**config.mk**
```make
export PLATFORM = sky130hd
export DESIGN_NAME = turbo_rx_byte_pack
export DESIGN_NICKNAME = d
export VERILOG_FILES = /design/src/rtl/turbo_rx_byte_pack.sv
export SDC_FILE = /design/constraint.sdc
export NUM_CORES = 1
export LEC_CHECK = 0
export BUFFER_PORTS_ARGS = -buffer_cell sky130_fd_sc_hd__buf_2
export CAP_MARGIN = 20
export CORE_ASPECT_RATIO = 2
export CORE_UTILIZATION = 65
export DETAILED_ROUTE_END_ITERATION = 12
export PLACE_DENSITY = 0.92
export SKIP_LAST_GASP = 1
export SLEW_MARGIN = 25
export SYNTH_ARGS = -nofsm -noshare
export SYNTH_HDL_FRONTEND = slang
export SYNTH_SLANG_ARGS = --single-unit
export TNS_END_PERCENT = 100
```
**constraint.sdc**
```tcl
create_clock -name clk -period 4.65 [get_ports clk]
set_input_delay 0.93 -clock clk [delete_from_list [all_inputs] [get_ports clk]]
set_output_delay 0.93 -clock clk [all_outputs]
set_load 0.01 [all_outputs]
```
**src/rtl/turbo_rx_byte_pack.sv**
```systemverilog
// turbo_rx_byte_pack: packs 2-bit deinterleaver symbols LSB-first into bytes behind a FWFT byte FIFO.
// Define TURBO_RX_BYTE_PACK_FRAME_EN to add per-byte dout_sop/dout_eop block markers.
module turbo_rx_byte_pack #(
    parameter int FIFO_DEPTH = 8,
    parameter int FIFO_AW    = 3
) (
    input  logic       clk,
    input  logic       n_rst,
    input  logic [1:0] pb_size,
    input  logic       start,
    input  logic [1:0] din,
    input  logic       din_vld,
    output logic [7:0] dout,
    output logic       dout_vld,
    input  logic       dout_rdy,
    output logic       busy,
    output logic       done,
    output logic       ovf_err,
    output logic       size_err
`ifdef TURBO_RX_BYTE_PACK_FRAME_EN
    ,
    output logic       dout_sop,
    output logic       dout_eop
`endif
);
`ifdef TURBO_RX_BYTE_PACK_FRAME_EN
    localparam int EW = 10;
`else
    localparam int EW = 8;
`endif
    typedef enum logic [1:0] {IDLE, COLLECT, DRAIN} state_t;
    state_t state_q, state_d;
    logic [10:0] len_q, len_d;
    logic [9:0] bcnt_q, bcnt_d;
    logic [1:0] ph_q, ph_d;
    logic [5:0] sh_q, sh_d;
    logic done_q, done_d, ovf_q, ovf_d, serr_q, serr_d;
    logic [EW-1:0] mem_q [FIFO_DEPTH];
    logic [EW-1:0] entry, head;
    logic [FIFO_AW-1:0] wptr_q, rptr_q;
    logic [FIFO_AW:0] cnt_q, cnt_d;
    logic wr_byte, wr_en, rd, full, last;
    assign full    = cnt_q[FIFO_AW];
    assign rd      = dout_vld && dout_rdy;
    assign wr_byte = state_q == COLLECT && din_vld && ph_q == 2'd3;
    // a read on the same edge frees the slot, so a write at full still fits
    assign wr_en   = wr_byte && (!full || rd);
    assign last    = {1'b0, bcnt_q} == len_q - 11'd1;
    assign cnt_d   = cnt_q + {{FIFO_AW{1'b0}}, wr_en} - {{FIFO_AW{1'b0}}, rd};
    assign head    = mem_q[rptr_q];
`ifdef TURBO_RX_BYTE_PACK_FRAME_EN
    assign entry    = {last, bcnt_q == 10'd0, din, sh_q};
    assign dout_sop = dout_vld && head[8];
    assign dout_eop = dout_vld && head[9];
`else
    assign entry    = {din, sh_q};
`endif
    assign dout_vld = |cnt_q;
    assign dout     = dout_vld ? head[7:0] : 8'd0;
    assign busy     = state_q != IDLE;
    assign done     = done_q;
    assign ovf_err  = ovf_q;
    assign size_err = serr_q;
    always_comb begin
        state_d = state_q;
        len_d   = len_q;
        bcnt_d  = bcnt_q;
        ph_d    = ph_q;
        sh_d    = sh_q;
        serr_d  = serr_q;
        done_d  = 1'b0;
        ovf_d   = ovf_q || (wr_byte && full && !rd);
        case (state_q)
            IDLE: begin
                if (start && pb_size == 2'd3) serr_d = 1'b1;
                else if (start) begin
                    len_d   = pb_size == 2'd0 ? 11'd16 : pb_size == 2'd1 ? 11'd136 : 11'd520;
                    bcnt_d  = 10'd0;
                    ph_d    = 2'd0;
                    state_d = COLLECT;
                end
            end
            COLLECT: begin
                if (din_vld) begin
                    ph_d = ph_q + 2'd1;
                    sh_d = {din, sh_q[5:2]};
                end
                // dropped bytes still count so block framing is preserved
                if (wr_byte) begin
                    bcnt_d = bcnt_q + 10'd1;
                    if (last) state_d = DRAIN;
                end
            end
            DRAIN: begin
                if (rd && cnt_q == (FIFO_AW+1)'(1)) begin
                    done_d  = 1'b1;
                    state_d = IDLE;
                end
            end
            default: state_d = IDLE;
        endcase
    end
    always_ff @(posedge clk or negedge n_rst) begin
        if (!n_rst) begin
            state_q <= IDLE;
            len_q   <= 11'd0;
            bcnt_q  <= 10'd0;
            ph_q    <= 2'd0;
            sh_q    <= 6'd0;
            done_q  <= 1'b0;
            ovf_q   <= 1'b0;
            serr_q  <= 1'b0;
            wptr_q  <= '0;
            rptr_q  <= '0;
            cnt_q   <= '0;
        end else begin
            state_q <= state_d;
            len_q   <= len_d;
            bcnt_q  <= bcnt_d;
            ph_q    <= ph_d;
            sh_q    <= sh_d;
            done_q  <= done_d;
            ovf_q   <= ovf_d;
            serr_q  <= serr_d;
            cnt_q   <= cnt_d;
            if (wr_en) wptr_q <= wptr_q + FIFO_AW'(1);
            if (rd) rptr_q <= rptr_q + FIFO_AW'(1);
        end
    end
    always_ff @(posedge clk) begin
        if (wr_en) mem_q[wptr_q] <= entry;
    end
endmodule

```
==> results of run 1 <==
-- layout make-up --
| class | instances | area, um^2 |
|---|---|---|
| clock inverters | 3 | 20.0 |
| well taps | 88 | 110 |
| multi-input cells | 159 | 1420 |
| repair buffers | 23 | 120 |
| clock buffers | 13 | 262 |
| flip-flops and latches | 101 | 2850 |
| inverters | 15 | 56.3 |
| fillers | 407 | 1740 |
-- kinds of logic after synthesis --
group / share of synthesized area, %
adders and majority gates: 3.89
xor gates and xnor gates: 3.40
muxes: 12.7
AOI/OAI and AO/OA: 3.49
DFF: 65.0
and+or+nand+nor: 8.92
buffers and inverters: 2.60
-- where the power goes --
group          switching (uW)  internal [uW]
combinational             301            394
clock                     303            395
sequential                209           1110
-- flip-flops by register name (all words and copies together), names as in the netlist --
register,cells
ph_q,2
len_q,4
mem_q,64
state_q,2
done,1
wptr_q,3
rptr_q,3
size_err,1
cnt_q,4
sh_q,6
bcnt_q,10
ovf_err,1
-- cell usage in the layout (no fill, tap or decap), drive strengths merged --
cell       n
a2111oi    2
a21oi      4
xor2       5
and4b      1
clkinvlp   2
o21ai      4
o21ba      1
nor2      29
clkbuf    13
fa         1
buf       23
xnor2     12
nand3      6
a311oi     1
nor3       7
and2       1
nand4b     1
clkinv     1
o21bai     2
nand3b     2
dfrtp     37
nand4      4
mux4      16
ha        12
o2111ai    1
edfxtp    64
a41o       1
or2        1
nor3b      2
inv       15
nand2     15
and2b      1
or3        1
a21o       4
or3b       1
nand2b     3
mux2       8
mux2i     10
-- worst max-delay path, stage by stage, from the launching register on --
cell and delay (ns):
dfrtp_2 0.74, mux4_2 0.59, mux2i_1 0.14, nor2_1 0.06
buf_2 0.16
-- worst paths after layout --
path | start | end | slack [ns] | cells past startpoint
max | rptr_q[0] | dout[3] | 1.69 | 4
min | size_err | size_err | 0.47 | 1
max reg2reg | cnt_q[2] | cnt_q[2] | 1.97 | 12
min reg2reg | size_err | size_err | 0.47 | 1
max in group asynchronous | n_rst | rptr_q[0] | 3.39 | 1
min in group asynchronous | n_rst | bcnt_q[2] | 0.69 | 1
-- synth_stat cells (all sizes together) (2+ instances only) --
library cell and n:
edfxtp 64, dfrtp 37, nor2 29, mux4 16, inv 15, nand2 15
ha 12, xnor2 12, mux2i 10, buf 8, mux2 8, nor3 7
nand3 6, xor2 5, a21o 4, a21oi 4, nand4 4, o21ai 4
nand2b 3, a2111oi 2, nand3b 2, nor3b 2, o21bai 2
-- per-stage QoR --
stage          std cells  total power (uW)  utilization [%]  area (um^2)  hold slack (ns)
2_1_floorplan        284              1840                -         4380            0.467
3_3_place_gp         386              1990             69.3         4550            0.463
3_5_place_dp         386              2040             69.3         4550            0.461
4_1_cts              402              2730             73.6         4830            0.479
5_1_grt              402              2870             73.6         4830            0.498
6_report             402              2710             73.6         4830            0.474
-- layer usage --
metal	track usage, %	up-vias
met5	0	-
met3	4.29	23
met2	41.6	70
li1	-	1096
met4	15.1	0
met1	29.4	1192
==> reports/metrics.yaml, run 1 <==
outcome:
  status: "complete, no violations"
floorplanning:
  pin_count: 22
  start_util_pct: 66.6
  die_h_um: 118
  fp.dieArea_um2: 7090
  die_w_um: 60.0
  core_area_um2: 6570
  num_rows: 42
detailed_routing:
  dr.first_iter.drc_count: 92
  dr.pass1.iters: 4
  drtAntennaViolNets: 0
  wl_met1_um: 2830
  vias: 2381
  wl_um: 7610
  wl_met3_um: 221
  drt_drc_violations_left: 0
  routed.top_layer: "met4"
  wl_met2_um: 4230
  via_per_inst: 5.92
  wl_per_cell_um: 18.9
timing:
  fmax_ghz: 0.338
  period_share_pct: 63.6
  rsz0062_at_grt: "false"
  max_slew.worst_pin.slew_ns: 0.938
  worst_slack_ns: 1.69
  max_slew_margin_pct: 37.2
  tns_ns: 0
  maxSlewViolCount: 0
  finalHoldViolations: 0
  finClkSkew_ns: 0.00752
  period_needed_ns: 2.96
  finalSetupViolCount: 0
place:
  place_ws_ns: 1.70
  port_buffers: 21
  hpwlAfterDp_um: 5410
  gp_congestion: 0.797
setup_path:
  startpoint_type: "flop"
  arrival_ns: 2.03
  path_max_fanout: 18
  cp.required_ns: 3.72
  critPathCaptureType: "primary output"
  crit_type: "reg2out"
grt:
  grt_use_total_pct: 25.2
  antenna_found_initial: 0
  grt_pass1_vias: 2532
  grt_pass1_wl_um: 12600
  grt_max_degree: 38
  overflow: 0
synthesis:
  ys_seq_area_share_pct: 65.0
  synth_seq_cells: 101
  synth_edf_count: 64
  yosysUniqueCellTypes: 47
  synth_nets: 306
  avgSynthCellArea_um2: 15.4
  ys.flop_type: "edfxtp_1"
  synth_area_um2: 4380
  netlist_instances: 284
  synth_largest_area_cell: "edfxtp_1"
  synth-async-reset-ratio_pct: 36.6
  synth_top_area_share_pct: 43.9
  synth_area_leaders: "edfxtp_1 (44%), dfrtp_1 (21%), mux4_2 (8.2%)"
  ys_warn_count: 0
flow_run:
  maxCapViolCount: 0
clock_network:
  clk_path_buf_depth: 2
  postCtsSetupBuffers: 0
  cts_resized: 0
  cts_max_level: 3
  hold_buffers: 0
  cts_tree: "yes"
  root_buffer: "clkbuf_16"
  cts_buffers: 9
  clk_pin_slew_ns: 0.06
  clk_latency_ns: 0.34
  cts.sinks: 101
power:
  ir_worst_vdd_v: 0.000354
  power_per_cell_area_nw_per_um2: 561
  leakage_uw: 0.00187
layout:
  syn2layout_area_growth_pct: 10.4
  drive_above_1_share_pct: 23.2
  nNetsFinal: 331
  diodes: 0
min_path:
  hp-class: "reg2reg"
Note: power is estimated with default switching activity, not from simulation.
==> run 2, diff against run 1 <==
- ABC_AREA: unset -> 1
- CORE_UTILIZATION: 65 -> 55
- PLACE_DENSITY: 0.92 -> 0.83
- clock period: 4.65 -> 2.6 ns (I/O delays scaled with it)
==> run 2 against run 1 <==
Register-to-register slack got worse by 1.5 ns. Synthesized area increased by 6.2%. Total power increased by 86%. Worst setup slack got worse by 1.4 ns.
==> reports/metrics.yaml, run 2 <==
layout:
  drive_above_1_share_pct: 14.1  # -9.1 points
  final_area_um2: 5200  # +7.6%
  final-instance-count-excl-fill: 587  # +46%
  reg_top3: "mem_q: 64 flops, bcnt_q: 10 flops, sh_q: 6 flops"
  top_register: "mem_q"
  nNetsFinal: 506  # +53%
  largest_reg_flops: 64  # unchanged
  mostFrequentLayoutCells: "nor2_1 (82), nand2_1 (67), edfxtp_1 (64)"
  diodes: 0  # unchanged
  syn2layout_area_growth_pct: 11.9
  final_common_cell: "nor2_1"
  fillCellCount: 646  # +59%
setup_path:
  arrival_ns: 1.76  # -0.27 ns
  path_max_fanout: 29  # +11
  startpoint_type: "flop"
  r2r_setup_slack_ns: 0.45  # -1.52 ns
  crit_type: "reg2out"
  cp.required_ns: 2.08  # -1.64 ns
  critPathCaptureType: "primary output"
synthesis:
  ys.flop_type: "edfxtp_1"
  synth_edf_count: 64  # unchanged
  synth_seq_cells: 101  # unchanged
  synth_area_um2: 4650  # +6.2%
  synthTopCellsByCount: "nor2_1 (82), nand2_1 (67), edfxtp_1 (64)"
  synth-async-reset-ratio_pct: 36.6  # unchanged
  ys_seq_area_share_pct: 61.2  # -3.8 points
  yosysUniqueCellTypes: 38  # -19%
  synth_largest_area_cell: "edfxtp_1"
  synth_top_area_share_pct: 41.3  # -2.6 points
  avgSynthCellArea_um2: 10.2  # -34%
  netlist_instances: 456  # +61%
  yosysMostFrequentCell: "nor2_1"
  synth_nets: 478  # +56%
  synth_area_leaders: "edfxtp_1 (41%), dfrtp_1 (20%), nor2_1 (6.6%)"
  ys_warn_count: 0  # unchanged
detailed_routing:
  dr.first_iter.drc_count: 175  # +90%
  drt_drc_violations_left: 0  # unchanged
  drtAntennaViolNets: 0  # unchanged
  wl_per_cell_um: 15.6  # -17%
  wl_um: 9180  # +21%
  vias: 3242  # +36%
  via_per_inst: 5.52  # -6.8%
  dr.pass1.iters: 7  # +3
power:
  leakage_uw: 0.00227  # +21%
  p_switching_uw: 1770  # +120%
  pwr-share-seq_pct: 42.7  # -6.0 points
  p_int_uw: 3280  # +73%
  ir_worst_vdd_v: 0.000455  # +28%
  pwr-share-comb_pct: 30.1  # +4.5 points
  p_sw_share_pct: 35.0  # +5.1 points
  pwr-share-clk_pct: 27.2  # +1.5 points
  power_per_cell_area_nw_per_um2: 972  # +73%
clock_network:
  clk_latency_ns: 0.34  # about the same
  hold_buffers: 0  # unchanged
  cts_buffers: 9  # unchanged
  clk_pin_slew_ns: 0.07  # about the same
  cts_tree: "yes"
  cts.sinks: 101  # unchanged
  root_buffer: "clkbuf_16"
  cts_max_level: 3  # unchanged
  cts_resized: 0  # unchanged
  clk_path_buf_depth: 2  # unchanged
  postCtsSetupBuffers: 0  # unchanged
place:
  place_ws_ns: 0.457  # -1.24 ns
  placed_cells: 571  # +48%
  port_buffers: 21  # unchanged
  hpwlAfterDp_um: 6680  # +23%
  gp_congestion: 0.869  # +9.0%
  placed_area_um2: 4890  # +7.5%
timing:
  maxSlewViolCount: 0  # unchanged
  finalSetupViolCount: 0  # unchanged
  fmax_ghz: 0.439
  hold_slack_ns: 0.278  # -0.195 ns
  period_share_pct: 87.6
  max_slew_margin_pct: 43.8  # +6.6 points
  finalHoldViolations: 0  # unchanged
  rsz0062_at_grt: "false"
  period_needed_ns: 2.28
  tns_ns: 0  # unchanged
  max_slew.worst_pin.slew_ns: 0.843  # -0.0951 ns
  finClkSkew_ns: 0.00604  # -0.00147 ns
  worst_slack_ns: 0.322  # -1.37 ns
floorplanning:
  die_w_um: 67.0  # +12%
  fp.dieArea_um2: 8850  # +25%
  num_rows: 47  # +12%
  start_util_pct: 56.5  # -10 points
  core_area_um2: 8230  # +25%
  die_h_um: 132  # +12%
  pin_count: 22  # unchanged
grt:
  antenna_found_initial: 0  # unchanged
  grt_use_total_pct: 23.3  # -1.8 points
  grt_pass1_vias: 3235  # +28%
  grt_max_degree: 38  # unchanged
  overflow: 0  # unchanged
  grt_pass1_wl_um: 15000  # +19%
min_path:
  hp-class: "in2async"
outcome:
  status: "complete, no violations"
flow_run:
  maxCapViolCount: 0  # unchanged
==> run 2: final cells by class <==
type	count	area [um^2]	share of cell area (%)
Sequential cell	101	2850	54.7
Multi-Input combinational cell	290	1540	29.5
Clock buffer	9	225	4.33
Timing Repair Buffer	33	195	3.75
Inverter	49	189	3.63
Tap cell	98	123	2.36
Clock inverter	7	87.6	1.68
==> run 2: kinds of logic after synthesis <==
kind of cell / Yosys count / share of synthesized area [%]
AOI/OAI and AO/OA: 76 / 9.15
xor gates and xnor gates: 6 / 1.13
adders and majority gates: 13 / 3.66
buffers and inverters: 65 / 5.73
DFF: 101 / 61.2
muxes: 2 / 0.484
and+or+nand+nor: 193 / 18.6
==> run 2: metal layers <==
| metal | track usage, % | wire length, um |
|---|---|---|
| met1 | 23.3 | 3140 |
| met2 | 42.9 | 5440 |
| met3 | 3.63 | 238 |
| met4 | 12.9 | 352 |
| met5 | 0 | 0 |
==> run 2: metrics by stage <==
stage          util [%]  total power, uW
4_1_cts            63.2             5090
5_1_grt            63.2             5390
6_report           63.2             5050
2_1_floorplan         -             3240
3_5_place_dp       59.4             3720
3_3_place_gp       59.4             3640
==> run 2: worst paths after layout <==
path / startpoint / endpoint / depth (start not counted)
min in group clk: pb_size[0] / len_q[7] / 3
hold / removal: n_rst / len_q[3] / 1
hold reg to reg: state_q[0] / done / 1
setup / recovery: rptr_q[0] / dout[6] / 7
setup reg to reg: state_q[1] / cnt_q[2] / 10
max in group asynchronous: n_rst / rptr_q[1] / 1
==> run 2: critical path, stage by stage, from the launching register on <==
cell,delay (ns)
dfrtp_1,0.38
inv_1,0.12
buf_4,0.31
o21ai_0,0.13
o22ai_1,0.14
nor2_1,0.07
nor2_1,0.12
buf_2,0.13
==> run 2: power groups by stage <==
stage	sequential [uW]	combinational (uW)	clock [uW]
3_3_place_gp	2170	1470	0
6_report	2160	1520	1380
5_1_grt	2180	1750	1460
3_5_place_dp	2190	1530	0
4_1_cts	2150	1550	1390
2_1_floorplan	2070	1170	0
